`config.mk`:
```
export PLATFORM = sky130hd
export DESIGN_NAME = instr_prefetch_buf
export DESIGN_NICKNAME = d
export VERILOG_FILES = /design/src/rtl/instr_fetch_pkg.sv /design/src/rtl/prefetch_fifo.sv /design/src/rtl/instr_prefetch_buf.sv
export SDC_FILE = /design/constraint.sdc
export NUM_CORES = 1
export LEC_CHECK = 0
export CORE_MARGIN = 1
export CORE_UTILIZATION = 35
export DETAILED_ROUTE_END_ITERATION = 10
export GPL_ROUTABILITY_DRIVEN = 0
export HOLD_SLACK_MARGIN = 0.02
export PLACE_DENSITY_LB_ADDON = 0.12
export REMOVE_ABC_BUFFERS = 1
export SLEW_MARGIN = 40
export SYNTH_ARGS = -nofsm -noshare
export SYNTH_HDL_FRONTEND = slang
export SYNTH_SLANG_ARGS = --single-unit
```
`constraint.sdc`:
```
create_clock -name clk -period 5.4 [get_ports clk]
set_clock_uncertainty 0.2 [all_clocks]
set_input_delay 1.35 -clock clk [delete_from_list [all_inputs] [get_ports clk]]
set_output_delay 1.35 -clock clk [all_outputs]
set_load 0.01 [all_outputs]
```
`src/rtl/instr_fetch_pkg.sv`:
```
`default_nettype none
// ============================================================================
// instr_fetch_pkg : shared constants for the instruction fetch path
// Rev 1.0
// ============================================================================
package instr_fetch_pkg;

  localparam int          INSTR_BYTES       = 4;
  localparam int          ADDR_LSB          = $clog2(INSTR_BYTES);
  localparam logic [15:0] DEFAULT_BOOT_ADDR = 16'h8000;

endpackage
`default_nettype wire

```
`src/rtl/prefetch_fifo.sv`:
```
`default_nettype none
// ============================================================================
// prefetch_fifo : synchronous FIFO with flush and occupancy count
// Rev 1.0
// ============================================================================
module prefetch_fifo #(
  parameter int WIDTH = 48,
  parameter int DEPTH = 4,
  localparam int PTR_W = $clog2(DEPTH),
  localparam int CNT_W = PTR_W + 1
) (
  input  logic             clk,
  input  logic             rst_n,
  input  logic             flush_i,
  input  logic             push_i,
  input  logic [WIDTH-1:0] wdata_i,
  input  logic             pop_i,
  output logic [WIDTH-1:0] rdata_o,
  output logic [CNT_W-1:0] count_o
);

  logic [WIDTH-1:0] mem_q [DEPTH];
  logic [PTR_W-1:0] wr_ptr_q, wr_ptr_d;
  logic [PTR_W-1:0] rd_ptr_q, rd_ptr_d;
  logic [CNT_W-1:0] count_q,  count_d;

  always_comb begin
    wr_ptr_d = wr_ptr_q;
    rd_ptr_d = rd_ptr_q;
    count_d  = count_q;
    if (flush_i) begin
      wr_ptr_d = '0;
      rd_ptr_d = '0;
      count_d  = '0;
    end else begin
      // DEPTH is a power of two, so pointers wrap naturally.
      if (push_i) wr_ptr_d = wr_ptr_q + PTR_W'(1);
      if (pop_i)  rd_ptr_d = rd_ptr_q + PTR_W'(1);
      case ({push_i, pop_i})
        2'b10:   count_d = count_q + CNT_W'(1);
        2'b01:   count_d = count_q - CNT_W'(1);
        default: count_d = count_q;
      endcase
    end
  end

  always_ff @(posedge clk or negedge rst_n) begin
    if (!rst_n) begin
      wr_ptr_q <= '0;
      rd_ptr_q <= '0;
      count_q  <= '0;
    end else begin
      wr_ptr_q <= wr_ptr_d;
      rd_ptr_q <= rd_ptr_d;
      count_q  <= count_d;
    end
  end

  always_ff @(posedge clk) begin
    if (push_i && !flush_i) mem_q[wr_ptr_q] <= wdata_i;
  end

  assign rdata_o = mem_q[rd_ptr_q];
  assign count_o = count_q;

endmodule
`default_nettype wire

```
`src/rtl/instr_prefetch_buf.sv`:
```
`default_nettype none
// ============================================================================
// instr_prefetch_buf : instruction prefetcher with branch flush and buffer
// Rev 1.0
// ============================================================================
module instr_prefetch_buf
  import instr_fetch_pkg::*;
#(
  parameter int                    ADDR_WIDTH = 16,
  parameter int                    DATA_WIDTH = 32,
  parameter int                    DEPTH      = 4,
  parameter logic [ADDR_WIDTH-1:0] BOOT_ADDR  = ADDR_WIDTH'(DEFAULT_BOOT_ADDR)
) (
  input  logic                    clk,
  input  logic                    rst_n,
  input  logic                    fetch_en_i,
  input  logic                    branch_i,
  input  logic [ADDR_WIDTH-1:0]   branch_addr_i,
  output logic                    instr_valid_o,
  input  logic                    instr_ready_i,
  output logic [DATA_WIDTH-1:0]   instr_rdata_o,
  output logic [ADDR_WIDTH-1:0]   instr_addr_o,
  output logic                    busy_o,
  output logic                    mem_en_o,
  output logic [ADDR_WIDTH-1:0]   mem_addr_o,
  output logic                    mem_we_o,
  output logic [DATA_WIDTH/8-1:0] mem_be_o,
  input  logic [DATA_WIDTH-1:0]   mem_rdata_i
);

  localparam int CNT_W  = $clog2(DEPTH) + 1;
  localparam int FIFO_W = DATA_WIDTH + ADDR_WIDTH;
  localparam logic [ADDR_WIDTH-1:0] BOOT_ALIGNED =
    {BOOT_ADDR[ADDR_WIDTH-1:ADDR_LSB], {ADDR_LSB{1'b0}}};

  logic [ADDR_WIDTH-1:0] fetch_addr_q,    fetch_addr_d;
  logic [ADDR_WIDTH-1:0] inflight_addr_q, inflight_addr_d;
  logic                  inflight_q,      inflight_d;

  logic [CNT_W-1:0]      w_count;
  logic [CNT_W:0]        w_occupancy;
  logic [FIFO_W-1:0]     w_head;
  logic                  w_issue;
  logic                  w_push;
  logic                  w_pop;
  logic [ADDR_WIDTH-1:0] w_branch_target;
  logic                  w_unused_addr_lsbs;

  assign w_branch_target    = {branch_addr_i[ADDR_WIDTH-1:ADDR_LSB], {ADDR_LSB{1'b0}}};
  assign w_unused_addr_lsbs = ^branch_addr_i[ADDR_LSB-1:0];

  // A pop in the same cycle is deliberately not credited toward free space.
  assign w_occupancy = {1'b0, w_count} + (CNT_W+1)'(inflight_q);
  assign w_issue     = fetch_en_i & ~branch_i & rst_n &
                       (w_occupancy < (CNT_W+1)'(DEPTH));
  // A response landing in a branch cycle belongs to the old stream.
  assign w_push      = inflight_q & ~branch_i;
  assign w_pop       = instr_valid_o & instr_ready_i & ~branch_i;

  always_comb begin
    fetch_addr_d    = fetch_addr_q;
    inflight_d      = 1'b0;
    inflight_addr_d = inflight_addr_q;
    if (branch_i) begin
      fetch_addr_d = w_branch_target;
    end else if (w_issue) begin
      fetch_addr_d    = fetch_addr_q + ADDR_WIDTH'(INSTR_BYTES);
      inflight_d      = 1'b1;
      inflight_addr_d = fetch_addr_q;
    end
  end

  always_ff @(posedge clk or negedge rst_n) begin
    if (!rst_n) begin
      fetch_addr_q    <= BOOT_ALIGNED;
      inflight_q      <= 1'b0;
      inflight_addr_q <= '0;
    end else begin
      fetch_addr_q    <= fetch_addr_d;
      inflight_q      <= inflight_d;
      inflight_addr_q <= inflight_addr_d;
    end
  end

  prefetch_fifo #(
    .WIDTH (FIFO_W),
    .DEPTH (DEPTH)
  ) u_fifo (
    .clk     (clk),
    .rst_n   (rst_n),
    .flush_i (branch_i),
    .push_i  (w_push),
    .wdata_i ({mem_rdata_i, inflight_addr_q}),
    .pop_i   (w_pop),
    .rdata_o (w_head),
    .count_o (w_count)
  );

  assign instr_valid_o = (w_count != '0);
  // Head fields read as zero while empty so reset and idle look clean.
  assign instr_rdata_o = instr_valid_o ? w_head[FIFO_W-1:ADDR_WIDTH] : '0;
  assign instr_addr_o  = instr_valid_o ? w_head[ADDR_WIDTH-1:0]      : '0;
  assign busy_o        = inflight_q | instr_valid_o;

  assign mem_en_o   = w_issue;
  assign mem_addr_o = fetch_addr_q;
  assign mem_we_o   = 1'b0;
  assign mem_be_o   = '1;

endmodule
`default_nettype wire

```
==> results <==
- The switching power is 0.00122 W.
- The via count of the first global-routing pass came to 5071.
- The buffers plus inverters on the worst setup path is 3.
- The final number of max-transition violations is 0.
- The run finished with clean final reports.
- The total of fill cells in the finished design is 2173.
- The number of buffers inserted for hold repair after clock tree synthesis is 0.
- The fraction of power consumed by sequential logic is 44.2%.
- The worst pin sits at a relative slew slack of 50.8%.
- Summed over all cells, the static leakage comes to 3.77 nW.
- Yosys attributes the largest share of cell area to edfxtp_1 62%, mux4_2 12%, dfrtp_1 9.9%, and2_1 3.6%, nand2_1 2.0%.
- The first global-routing pass estimated 28.8 mm of wire.
- The setup TNS is 0 ns.
- The clock passes through at most 3 buffers.
- Global routing consumed, on the met3 layer, 2.90% of the routing resources.
- The data required time of the worst path is 3.85 ns.
- For the finished layout, the period the worst path requires is 4.68 ns.
- Per report_power, the clock group accounts for 33.0% of the total.
- The count of endpoints failing setup in the final report is 0.
- Buffers inserted during clock tree synthesis total 25.
- The category of the worst setup path launch point is an input port.
- The synthesized netlist devotes 0.933% of its cell area to adder and majority cells.
- The share of the cycle needed by the critical path after routing is 86.6%.
- The area share of xor/xnor cells in the synthesized design is 0.495%.
- Power spread over the standard cell area amounts to 425 nW/um^2.
- Multiplexer cells account for 11.9% of the synthesized area.
- The initial detailed-routing violation count is 262.
- Summing the areas of all compound-gate instances in the mapped netlist gives 2.52% of the synthesized area.
- For this design, the slowest cell found on the critical path is clkdlybuf4s50_1.
- The largest net degree at the start of global routing is 50.
- The most congested layer reported by global routing is met2.
- At the worst endpoint, the arrival time is 3.13 ns.
- The number of I/O port buffers is 113.
- The total via count in the routed design is 4702.
- At the pin with the least slew margin, the transition time is 0.738 ns.
- The combined area of the multi-input logic cells is 2250 sq um.
- The count of antenna diodes in the layout is 0.
- The worst hold path belongs to the class reg2reg.
- The source of the worst register-to-register timing path is u_fifo.count_o[2].
- The switching share of power is 25.9%.
- Summing the sequential cell areas from Yosys gives 72.6% of the chip area.
- After global routing the overflow that remains totals 0.
- The count of unresolved DRC violations after routing is 0.
- The width of the chip is 161 um.
- The share of synthesized flip-flops with an asynchronous set or reset is 16.4%.
- The die is 161 um tall.
- The starting utilization of the core area is 36.1%.
- The most used flip-flop cell after synthesis is edfxtp_1.
- Traced cell by cell, the critical path runs through clkdlybuf4s50_1, and4bb_4, nand2_4, inv_2, clkdlybuf4s50_1.
- The yosys synthesis warning count is 0.
- The cell count after synthesis came out at 498.
- The area used by sequential logic in the layout is 6430 sq um.
- The number of cells on the worst reg-to-reg path is 6.
- The root buffer cell chosen for the clock tree is clkbuf_16.
- In this run, synthesis inferred 184 flip-flops with an integrated enable.
- The clock slew at the register clock pins of the worst setup and hold paths is 0.05 ns.
- The mean instance size in the synthesized netlist is 17.8 sq um.
- The main combinational cell family by area after synthesis is multiplexers.
- The number of endpoints with negative hold slack in the final report was 0.
- The total of max-cap violations is 0.
- The startpoint of the tightest hold check path is inflight_addr_q[6].
- In this run the cell area of the synthesized design comes to 8850 sq um.
- The row count is 57.
- The register bit total from synthesis is 220.
- The area fraction of the dominant cell type after synthesis is 62.4%.
- The detail route stage leaves a number of antenna-violating nets equal to 0.
- The gate family responsible for the most delay along the worst path is buffers and inverters.
- The worst-case IR drop observed on VDD is 0.271 mV.
- The initial antenna violation count is 0.
- The worst hold path passes through 0 cells.
- For met2 alone, demand over resource in global routing was 24.0%.
- The combinational fraction of design power is 22.8%.
- The clock latency at the later pin of the worst-skew pair is 0.50 ns.
- STA classifies the critical path endpoint as an output pin.
- Relative to the synthesized area, the layout overhead comes to 25.4%.
- The number of buffers inserted to repair setup after CTS is 0.
- TritonCTS built the clock tree.
- The die covers 25900 sq um.
- In this design, the stage delay of the slowest critical-path cell is 0.61 ns.
- In the final layout, the share of cells above drive strength 1 is 17.3%.
- Summed over all layers, the routed wires come to 18.2 mm.
- The internal power contribution is 0.00350 W.
- The internal reg-to-reg setup slack is 3.04 ns.
- Clock tree synthesis found a total of 220 sinks.
- In this run the critical register-to-register path is captured at u_fifo.count_o[2].
- The fraction of the mapped netlist area in simple logic gates is 9.02%.
- The dominant cell type by area after synthesis is edfxtp_1.
- The number of top-level design ports is 125.
- Across every metal layer, demand over resource in global routing totals 14.4%.
- The peak fanout along the critical path is 20.
- Based on the critical path, the design can be clocked at up to 214 MHz.
- The cell repeated most along the worst path is clkdlybuf4s50_1.
- The ratio of routed vias to standard cells is 4.86.
- The first TritonRoute pass finished after 4 iterations.
- The H-tree depth is 1.
- The final non-filler cell total is 967.
- Synthesis instantiated 49 different standard cells from the library.
- The wire-length estimate of the detail-placed layout is 11.0 mm.
- The type of the worst setup path is in2out.
- The total area inside the core boundary comes to 24500 sq um.
- The count of nets after finishing is 684.
- Setup repair after global routing left no endpoint under its margin.
- The number of instances resized during post-cts repair is 0.
- Including well taps, the total number of placed cells is 922.
- For hold timing, the worst endpoint is u_fifo.mem_q[2][6].
- For met1 alone, demand over resource in global routing was 19.4%.
- The wire length per cell is 18.8 um.
## routing by layer
metal / vias up / wire length [um]
met2: 130 / 8910
li1: 2163 / -
met4: 0 / 277
met3: 23 / 901
met1: 2386 / 8100
met5: - / 0
## cells by family (layout without fill, tap and decap cells)
kind of cell / Yosys count / after routing
adders and majority gates: 6 / 6
buffers and inverters: 41 / 179
DFF: 220 / 220
muxes: 48 / 48
and+or+nand+nor: 147 / 147
xor gates and xnor gates: 5 / 5
other: 2 / 9
AOI/OAI and AO/OA: 29 / 29
## per-stage QoR
stage	power (W)	instance area [sq um]	worst slack [ns]	hold slack [ns]	util (%)
4_1_cts	0.00481	11100	0.709	0.317	45.3
6_report	0.00472	11100	0.724	0.313	45.3
3_5_place_dp	0.00323	10300	0.715	0.306	42.1
3_3_place_gp	0.00322	10300	0.718	0.292	42.1
2_1_floorplan	0.00263	8690	1.08	0.276	-
5_1_grt	0.00495	11100	0.628	0.323	45.3
## power by group through the flow
stage,logic (W),registers (W),clock network (W)
floorplan,0.000524,0.00211,0
detailed placement,0.00110,0.00213,0
global placement,0.00110,0.00212,0
CTS,0.00111,0.00209,0.00161
finish,0.00108,0.00208,0.00156
global route,0.00117,0.00211,0.00167
## synthesized netlist by cell type, types with 4 or more instances
library cell  count
nand4_1           4
clkbuf_1         11
edfxtp_1        184
buf_2             8
and2_1           51
nor2_1           10
dfrtp_1          35
nand2_1          47
nor3_1            5
inv_1             7
o21ai_0           4
a221o_1           5
ha_1              5
buf_4            12
mux4_2           46
nand3_1          12
## sequential cells by signal, indices dropped and copies added (netlist names)
register / count
mem_addr_o: 14
u_fifo.wr_ptr_q: 2
u_fifo.rd_ptr_q: 2
inflight_addr_q: 14
inflight_q: 1
u_fifo.count_o: 3
u_fifo.mem_q: 184
## final cells by class
type | count | area share [%]
clock inverter | 11 | 0.789
inverter | 8 | 0.270
clock buffer | 34 | 6.12
timing repair buffer | 126 | 11.0
sequential | 220 | 57.9
tap | 324 | 3.65
multi-input combinational | 244 | 20.2
## worst max-delay path by stage
stage / startpoint / end / slack [ns] / depth (start not counted)
after global placement: branch_i / mem_en_o / 0.72 / 5
after global routing: branch_i / mem_en_o / 0.63 / 5
after CTS: branch_i / mem_en_o / 0.71 / 5
final: branch_i / mem_en_o / 0.72 / 5
after floorplan: u_fifo.rd_ptr_q[0] / instr_addr_o[10] / 1.08 / 2
after detailed placement: branch_i / mem_en_o / 0.71 / 5
## placed cells by master, fill, tap and decap left out, drive strengths merged, types with 2 or more instances in the layout
master	Yosys	final
xnor2	3	3
nand2	48	48
ha	5	5
or4	3	3
mux2i	2	2
edfxtp	184	184
o21bai	2	2
a21o	2	2
nand4	4	4
dfrtp	35	35
conb	2	9
o21ai	6	6
mux4	46	46
clkdlybuf4s50	0	112
nand3	14	14
clkbuf	11	34
nor2	10	10
clkinv	0	7
a221o	5	5
buf	22	14
and4	3	3
a21oi	3	3
nor3	5	5
nor2b	2	2
or3	2	2
inv	8	10
xor2	2	2
and2	51	51
a22oi	3	3
o311ai	3	3
Power figures use the tool's default switching activity.
